### config.mk
export PLATFORM = sky130hd
export DESIGN_NAME = cordic_pipe
export DESIGN_NICKNAME = d
export VERILOG_FILES = /design/src/rtl/cordic_pipe.sv
export SDC_FILE = /design/constraint.sdc
export NUM_CORES = 2
export LEC_CHECK = 0
export ABC_AREA = 1
export CELL_PAD_IN_SITES_DETAIL_PLACEMENT = 0
export CELL_PAD_IN_SITES_GLOBAL_PLACEMENT = 1
export CORE_ASPECT_RATIO = 0.75
export CORE_MARGIN = 5
export CORE_UTILIZATION = 50
export DETAILED_ROUTE_END_ITERATION = 12
export PLACE_DENSITY_LB_ADDON = 0.1
export SLEW_MARGIN = 20
export SYNTH_ARGS = -nofsm -noshare
export SYNTH_HDL_FRONTEND = slang
export SYNTH_SLANG_ARGS = --single-unit
### constraint.sdc
create_clock -name clk -period 61.4 [get_ports clk]
set_input_delay 12.28 -clock clk [delete_from_list [all_inputs] [get_ports clk]]
set_output_delay 12.28 -clock clk [all_outputs]
set_load 0.1 [all_outputs]
### src/rtl/cordic_pipe.sv
// rtl/cordic_pipe.sv - pipelined CORDIC rotator/vectorer with valid/ready flow control
module cordic_pipe #(
  parameter int XW     = 16,
  parameter int AW     = 32,
  parameter int STAGES = 16
) (
  input  logic          clk,
  input  logic          rst_n,
  input  logic          in_valid,
  output logic          in_ready,
  input  logic          mode,
  input  logic [XW-1:0] xin,
  input  logic [XW-1:0] yin,
  input  logic [AW-1:0] angle,
  output logic          out_valid,
  input  logic          out_ready,
  output logic [XW-1:0] xout,
  output logic [XW-1:0] yout,
  output logic [AW-1:0] zout
);

  // Two guard bits cover the pre-rotation negation plus the ~1.65 CORDIC gain.
  localparam int IW = XW + 2;
  localparam logic [AW-1:0] QUARTER     = {2'b01, {(AW-2){1'b0}}};
  localparam logic [AW-1:0] NEG_QUARTER = {2'b11, {(AW-2){1'b0}}};
  localparam real TWO_PI = 6.283185307179586;

  logic                 w_en;
  logic signed [IW-1:0] w_xin_e;
  logic signed [IW-1:0] w_yin_e;
  logic signed [IW-1:0] w_pre_x;
  logic signed [IW-1:0] w_pre_y;
  logic [AW-1:0]        w_pre_z;

  // Index i holds the operands entering iteration stage i; index 0 is the pre-rotation register.
  logic signed [IW-1:0] r_x    [STAGES];
  logic signed [IW-1:0] r_y    [STAGES];
  logic [AW-1:0]        r_z    [STAGES];
  logic                 r_mode [STAGES];
  logic                 r_v    [STAGES];

  logic signed [IW-1:0] w_nx [STAGES];
  logic signed [IW-1:0] w_ny [STAGES];
  logic [AW-1:0]        w_nz [STAGES];

  logic                 r_out_valid;
  logic [XW-1:0]        r_xout;
  logic [XW-1:0]        r_yout;
  logic [AW-1:0]        r_zout;

  // Clamp the widened result back into the XW-bit signed output range.
  function automatic logic [XW-1:0] sat(input logic signed [IW-1:0] v);
    logic [2:0] top;
    top = v[IW-1:XW-1];
    if ((top == 3'b000) || (top == 3'b111)) begin
      return v[XW-1:0];
    end else if (v[IW-1]) begin
      return {1'b1, {(XW-1){1'b0}}};
    end else begin
      return {1'b0, {(XW-1){1'b1}}};
    end
  endfunction

  // The whole pipeline advances together; it only freezes when a result is waiting unread.
  assign w_en     = !r_out_valid || out_ready;
  assign in_ready = w_en;

  assign w_xin_e = {{2{xin[XW-1]}}, xin};
  assign w_yin_e = {{2{yin[XW-1]}}, yin};

  // Pre-rotation folds the input into the +/-90 deg range the iterations can converge over.
  always_comb begin
    w_pre_x = w_xin_e;
    w_pre_y = w_yin_e;
    w_pre_z = mode ? '0 : angle;
    if (!mode) begin
      case (angle[AW-1:AW-2])
        2'b01: begin
          w_pre_x = -w_yin_e;
          w_pre_y = w_xin_e;
          w_pre_z = angle - QUARTER;
        end
        2'b10: begin
          w_pre_x = w_yin_e;
          w_pre_y = -w_xin_e;
          w_pre_z = angle + QUARTER;
        end
        default: begin
          w_pre_x = w_xin_e;
          w_pre_y = w_yin_e;
          w_pre_z = angle;
        end
      endcase
    end else if (xin[XW-1]) begin
      if (!yin[XW-1]) begin
        w_pre_x = w_yin_e;
        w_pre_y = -w_xin_e;
        w_pre_z = QUARTER;
      end else begin
        w_pre_x = -w_yin_e;
        w_pre_y = w_xin_e;
        w_pre_z = NEG_QUARTER;
      end
    end
  end

  for (genvar i = 0; i < STAGES; i++) begin : g_stage
    // Elementary angle atan(2^-i) scaled to circle units, folded at elaboration time.
    localparam real     ANG_SCL = $atan(1.0 / (2.0 ** i)) / TWO_PI * (2.0 ** AW);
    localparam longint  ATAN_L  = longint'(ANG_SCL);
    localparam logic [AW-1:0] ATAN = ATAN_L[AW-1:0];

    logic w_dir;
    // w_dir=1 means d=+1: rotate toward driving z to zero, or y to zero when vectoring.
    assign w_dir   = r_mode[i] ? r_y[i][IW-1] : ~r_z[i][AW-1];
    assign w_nx[i] = w_dir ? (r_x[i] - (r_y[i] >>> i)) : (r_x[i] + (r_y[i] >>> i));
    assign w_ny[i] = w_dir ? (r_y[i] + (r_x[i] >>> i)) : (r_y[i] - (r_x[i] >>> i));
    assign w_nz[i] = w_dir ? (r_z[i] - ATAN) : (r_z[i] + ATAN);
  end

  // Valid bits ride alongside the data so bubbles keep their slot through the pipe.
  always_ff @(posedge clk or negedge rst_n) begin
    if (!rst_n) begin
      for (int i = 0; i < STAGES; i++) begin
        r_v[i] <= 1'b0;
      end
    end else if (w_en) begin
      r_v[0] <= in_valid;
      for (int i = 1; i < STAGES; i++) begin
        r_v[i] <= r_v[i-1];
      end
    end
  end

  // Data and mode shift forward with the pipeline; contents under a cleared valid are don't-care.
  always_ff @(posedge clk) begin
    if (w_en) begin
      r_x[0]    <= w_pre_x;
      r_y[0]    <= w_pre_y;
      r_z[0]    <= w_pre_z;
      r_mode[0] <= mode;
      for (int i = 1; i < STAGES; i++) begin
        r_x[i]    <= w_nx[i-1];
        r_y[i]    <= w_ny[i-1];
        r_z[i]    <= w_nz[i-1];
        r_mode[i] <= r_mode[i-1];
      end
    end
  end

  // The last iteration writes straight into the saturated output register.
  always_ff @(posedge clk or negedge rst_n) begin
    if (!rst_n) begin
      r_out_valid <= 1'b0;
      r_xout      <= '0;
      r_yout      <= '0;
      r_zout      <= '0;
    end else if (w_en) begin
      r_out_valid <= r_v[STAGES-1];
      if (r_v[STAGES-1]) begin
        r_xout <= sat(w_nx[STAGES-1]);
        r_yout <= sat(w_ny[STAGES-1]);
        r_zout <= w_nz[STAGES-1];
      end
    end
  end

  assign out_valid = r_out_valid;
  assign xout      = r_xout;
  assign yout      = r_yout;
  assign zout      = r_zout;

endmodule

After elaboration in Yosys (flattened, before gate mapping)
Memories as Yosys holds them, arrays and structs flattened.
Cells that the tools add are included.
Widths: inputs -> output; s select.
{"block": "classes", "n_addsub": 99, "eq_ne": 4, "n_mux": 82, "bitwise": 16, "reduce_logical": 7}
{"operator": "$mux 18", "n": 38}
{"operator": "$mux 32", "n": 19}
{"operator": "$pmux 18 s2", "n": 2}
{"operator": "$mux 16", "n": 4}
{"operator": "$pmux 32 s2", "n": 1}
{"operator": "$add 18x10->18", "n": 2}
{"operator": "$add 18x11->18", "n": 2}
{"operator": "$add 18x12->18", "n": 2}
{"operator": "$add 18x13->18", "n": 2}
{"operator": "$add 18x14->18", "n": 2}
{"operator": "$add 18x15->18", "n": 2}
{"operator": "$add 18x16->18", "n": 2}
{"operator": "$add 18x17->18", "n": 2}
{"operator": "$add 18x3->18", "n": 2}
{"operator": "$add 18x4->18", "n": 2}
{"operator": "$add 18x5->18", "n": 2}
{"operator": "$add 18x6->18", "n": 2}
{"operator": "$add 18x7->18", "n": 2}
{"operator": "$add 18x8->18", "n": 2}
{"operator": "$add 18x9->18", "n": 2}
{"operator": "$neg 16->18", "n": 2}
{"operator": "$sub 18x10->18", "n": 2}
{"operator": "$sub 18x11->18", "n": 2}
{"operator": "$sub 18x12->18", "n": 2}
{"operator": "57 further kinds", "n": 106}
{"block": "word_totals", "register_bits": 81, "ram_bits": 1104, "in_bits": 69, "out_inout_bits": 66, "memories": 4}
{"name": "r_z", "words": 16, "width": 32, "read_ports": 16, "rd_ports_with_merged_regs": 0, "write_ports": 16, "line_no": "38", "source": "logic [AW-1:0] r_z [STAGES];"}
{"name": "r_x", "words": 16, "width": 18, "read_ports": 16, "rd_ports_with_merged_regs": 0, "write_ports": 16, "line_no": "36", "source": "logic signed [IW-1:0] r_x [STAGES];"}
{"name": "r_y", "words": 16, "width": 18, "read_ports": 16, "rd_ports_with_merged_regs": 0, "write_ports": 16, "line_no": "37", "source": "logic signed [IW-1:0] r_y [STAGES];"}
{"name": "r_mode", "words": 16, "width": 1, "read_ports": 16, "rd_ports_with_merged_regs": 0, "write_ports": 16, "line_no": "39", "source": "logic r_mode [STAGES];"}

Logic depth before layout (Yosys ltp)
{"block": "logic_depth", "word_depth": 6, "depth_mapped": 26, "depth_no_buf": 23}

Least setup slack after synthesis
Ideal clock, no wire load.
{"block": "synth_path", "kind": "in2out", "start": "input out_ready", "end": "output in_ready", "arrival_time_ns": 43.092, "path_slack_ns": 6.028, "stages": 3, "path_buffers": 1, "cell_sequence": "nor2_1 -> clkinv_1 -> clkbuf_1"}
{"block": "synth_via", "elab_chain_cells": 1}
{"item": "start, declared", "line_no": "16", "source": "input logic out_ready,"}
{"item": "$logic_or 1x1->1", "line_no": "65", "source": "assign w_en = !r_out_valid || out_ready;"}
{"item": "end, declared", "line_no": "10", "source": "output logic in_ready,"}
Every way passes these cells.

Worst setup path after layout
Ends and elaborated chain as after synthesis.

==> impl_metrics.json <==
{
  "status": "finished clean",
  "wl_um": 243800,
  "io_buffers": 134,
  "rsz0062_at_grt": "no",
  "reg2reg_from": "out_valid",
  "synth.avg_cell_area_um2": 8.509,
  "slowest_delay_ps": 460,
  "clk_pin_slew_worst_paths_ps": 60,
  "worstSetupEndpointType": "output port",
  "fp-row-count": 138,
  "crit_path_start": "out_ready",
  "die_h_um": 386.0,
  "yosysWarnings": 0,
  "wire_per_inst_um": 17.52,
  "firstDrtPassIters": 6,
  "grtUsageMet3_pct": 3.156,
  "critPathBufInv": 4,
  "finalMaxSlewViolations": 0,
  "cts_tree": "yes",
  "hpwlAfterDp_um": 194700,
  "synthArstFlopShare_pct": 6.841,
  "syn_nets": 12250,
  "slowest_stage": "clkdlybuf4s50_1",
  "drive_gt1_share_pct": 3.255,
  "start_util_pct": 50.13,
  "finalCritPeriodShare_pct": 42.77,
  "cp_data_required_time_ps": 49120,
  "drt_iter0_markers": 6256,
  "yosys_most_used_dff": "edfxtp_1",
  "hold_class": "flop to flop",
  "cap_violations": 0,
  "critical-path-top-delay-family": "buffers and inverters",
  "netlist_instances": 11080,
  "finalHoldViolations": 0,
  "crit_chain": "clkdlybuf4s50_1 -> nor2_1 -> buf_4 -> inv_8 -> buf_4",
  "clock_latency_ps": 780,
  "grt_overflow_total": 0,
  "synthesis.area_mm2": 0.09426,
  "drtAntennaViolNets": 0,
  "grt_pass1_wl_um": 390600,
  "grt_usage_pct": 24.16,
  "final_nets": 12460,
  "start_kind": "input port",
  "place_congestion": 0.8961,
  "hold_buffers": 0,
  "placed_cell_area_mm2": 0.09874,
  "grt_pass1_vias": 71720,
  "die-area_mm2": 0.1974,
  "path_common_cell": "buf_4",
  "antenna_found_initial": 0,
  "antenna_cells": 0,
  "tightest_slew_ps": 1067,
  "clockBufferDepth": 3,
  "layout_min_cycle_time_ps": 26260,
  "clock-sinks": 1184,
  "grtUsageMet1_pct": 38.82,
  "cts_resized": 0,
  "max_clock_freq_ghz": 0.03808,
  "design_area_mm2": 0.1032,
  "setup_viol": 0,
  "synth_edf_count": 1103,
  "cp_max_fo": 84,
  "ys_ff_latch": 1184,
  "skew_ps": 28.48,
  "viasPerCell": 5.476,
  "arrival_ps": 13980,
  "ys_types": 70,
  "cts_setup_buffers": 0,
  "grtUsageMet2_pct": 34.77,
  "worst-setup-path-type": "input port to output port",
  "cts_root_buf": "clkbuf_16",
  "seq_area_frac_synth_pct": 37.29,
  "core_mm2": 0.1880,
  "busiest_layer": "met1",
  "num_vias": 76220,
  "drcViolationCount": 0,
  "slew-limit-headroom_pct": 28.46,
  "cts_max_level": 4,
  "synthToLayoutAreaGrowth_pct": 9.509,
  "hp-start": "r_z[0][20]",
  "fin_tns_setup_ps": 0,
  "cts_buffers": 134,
  "die_width_um": 511.4,
  "grt_max_degree": 90,
  "io_pins": 135
}
-- Yosys cell counts (all sizes together) (54+ instances only) --
| library cell | n | area, um2 |
|---|---|---|
| o211ai | 67 | 503.0 |
| o21a | 65 | 488.0 |
| o21bai | 54 | 405.4 |
| inv | 1258 | 4725 |
| edfxtp | 1103 | 33120 |
| dfrtp | 81 | 2027 |
| a21o | 86 | 645.6 |
| nand4 | 72 | 450.4 |
| nand3 | 402 | 2097 |
| clkbuf | 90 | 337.8 |
| ha | 1056 | 13210 |
| nand2 | 2088 | 7946 |
| nor2 | 915 | 3457 |
| o21ai | 772 | 3879 |
| xor2 | 878 | 7690 |
| nor3 | 163 | 830.8 |
| a21oi | 1193 | 5986 |
| a31oi | 87 | 544.3 |
| xnor2 | 310 | 2715 |
-- worst paths after layout --
kind                          endpoint  slack, ps  cells after the start
setup / recovery              in_ready      35140                      5
hold reg to reg             r_z[0][52]        410                      0
max in group asynchronous      r_v[14]      48940                      2
hold / removal              r_z[0][52]        410                      0
min in group asynchronous     zout[29]      11420                      1
setup reg to reg           r_z[0][228]      56230                      8
-- cell usage in the layout, fill, tap and decap left out, types with 19 or more instances in the layout --
cell type / n
nor2_1: 907
ha_1: 1056
a21o_1: 86
o31ai_1: 25
dfrtp_1: 81
buf_4: 54
xnor2_1: 310
o21ai_0: 745
o211ai_1: 67
clkbuf_1: 19
nand2_2: 22
inv_1: 1251
clkdlybuf4s50_1: 131
nor3_1: 160
o2111ai_1: 29
nor4_1: 31
xor2_1: 878
edfxtp_1: 1103
fa_1: 48
nand4_1: 72
a31oi_1: 87
clkinv_2: 22
nand3_1: 388
o221ai_1: 24
clkbuf_16: 136
nand2_1: 2060
a21boi_0: 24
o21bai_1: 54
clkinv_1: 27
nand3b_1: 20
a21oi_1: 1189
o21a_1: 65
-- area by class of cell --
type / instances / area [um2]
inverter: 1266 / 4762
sequential: 1184 / 35150
clock inverter: 88 / 974.7
multi-input combinational: 8516 / 53950
clock buffer: 157 / 3502
fill: 17340 / 84810
timing repair buffer: 187 / 1733
tap: 2520 / 3153
-- registers in the layout, summed over array words and instances, names as in the netlist --
signal and cells:
yout 16, zout 32, xout 16, out_valid 1
r_v 16, r_z 512, r_mode 16, r_x 287
r_y 288
-- kinds of logic after synthesis --
logic type,after synthesis,share of synthesized area [%]
simple gates,3724,16.28
compound gates,2496,14.74
buf+inv,1377,5.559
xor+xnor,1189,11.06
flops,1184,37.29
fa+ha+maj,1104,15.04
mux,3,0.03186
-- worst reg2reg max path: cells and delay by family (launching register included) --
kind	cells	cell delay (ps)
AND/OR/NAND/NOR	1	40
flip-flops	1	380
buffers and inverters	7	4360
-- layer usage --
metal,up-vias,wire [um],part of all wire [%]
li1,38690,-,-
met1,35480,129500,53
met2,1818,96810,40
met3,231,13730,5.6
met4,0,3760,1.5
met5,-,0,0
-- through the flow --
step	worst slack, ps	std cells	hold slack (ps)	utilization [%]
after floorplan	6028	11080	400.3	-
final	35140	13920	414.7	54.90
after global placement	35150	13670	404.0	52.51
after global routing	35070	13920	422.0	54.90
after detailed placement	35140	13670	404.5	52.51
after CTS	35140	13920	414.2	54.89
Power is not shown: default switching activity piles up to over one toggle a cycle in this logic, so the estimate is an artifact.
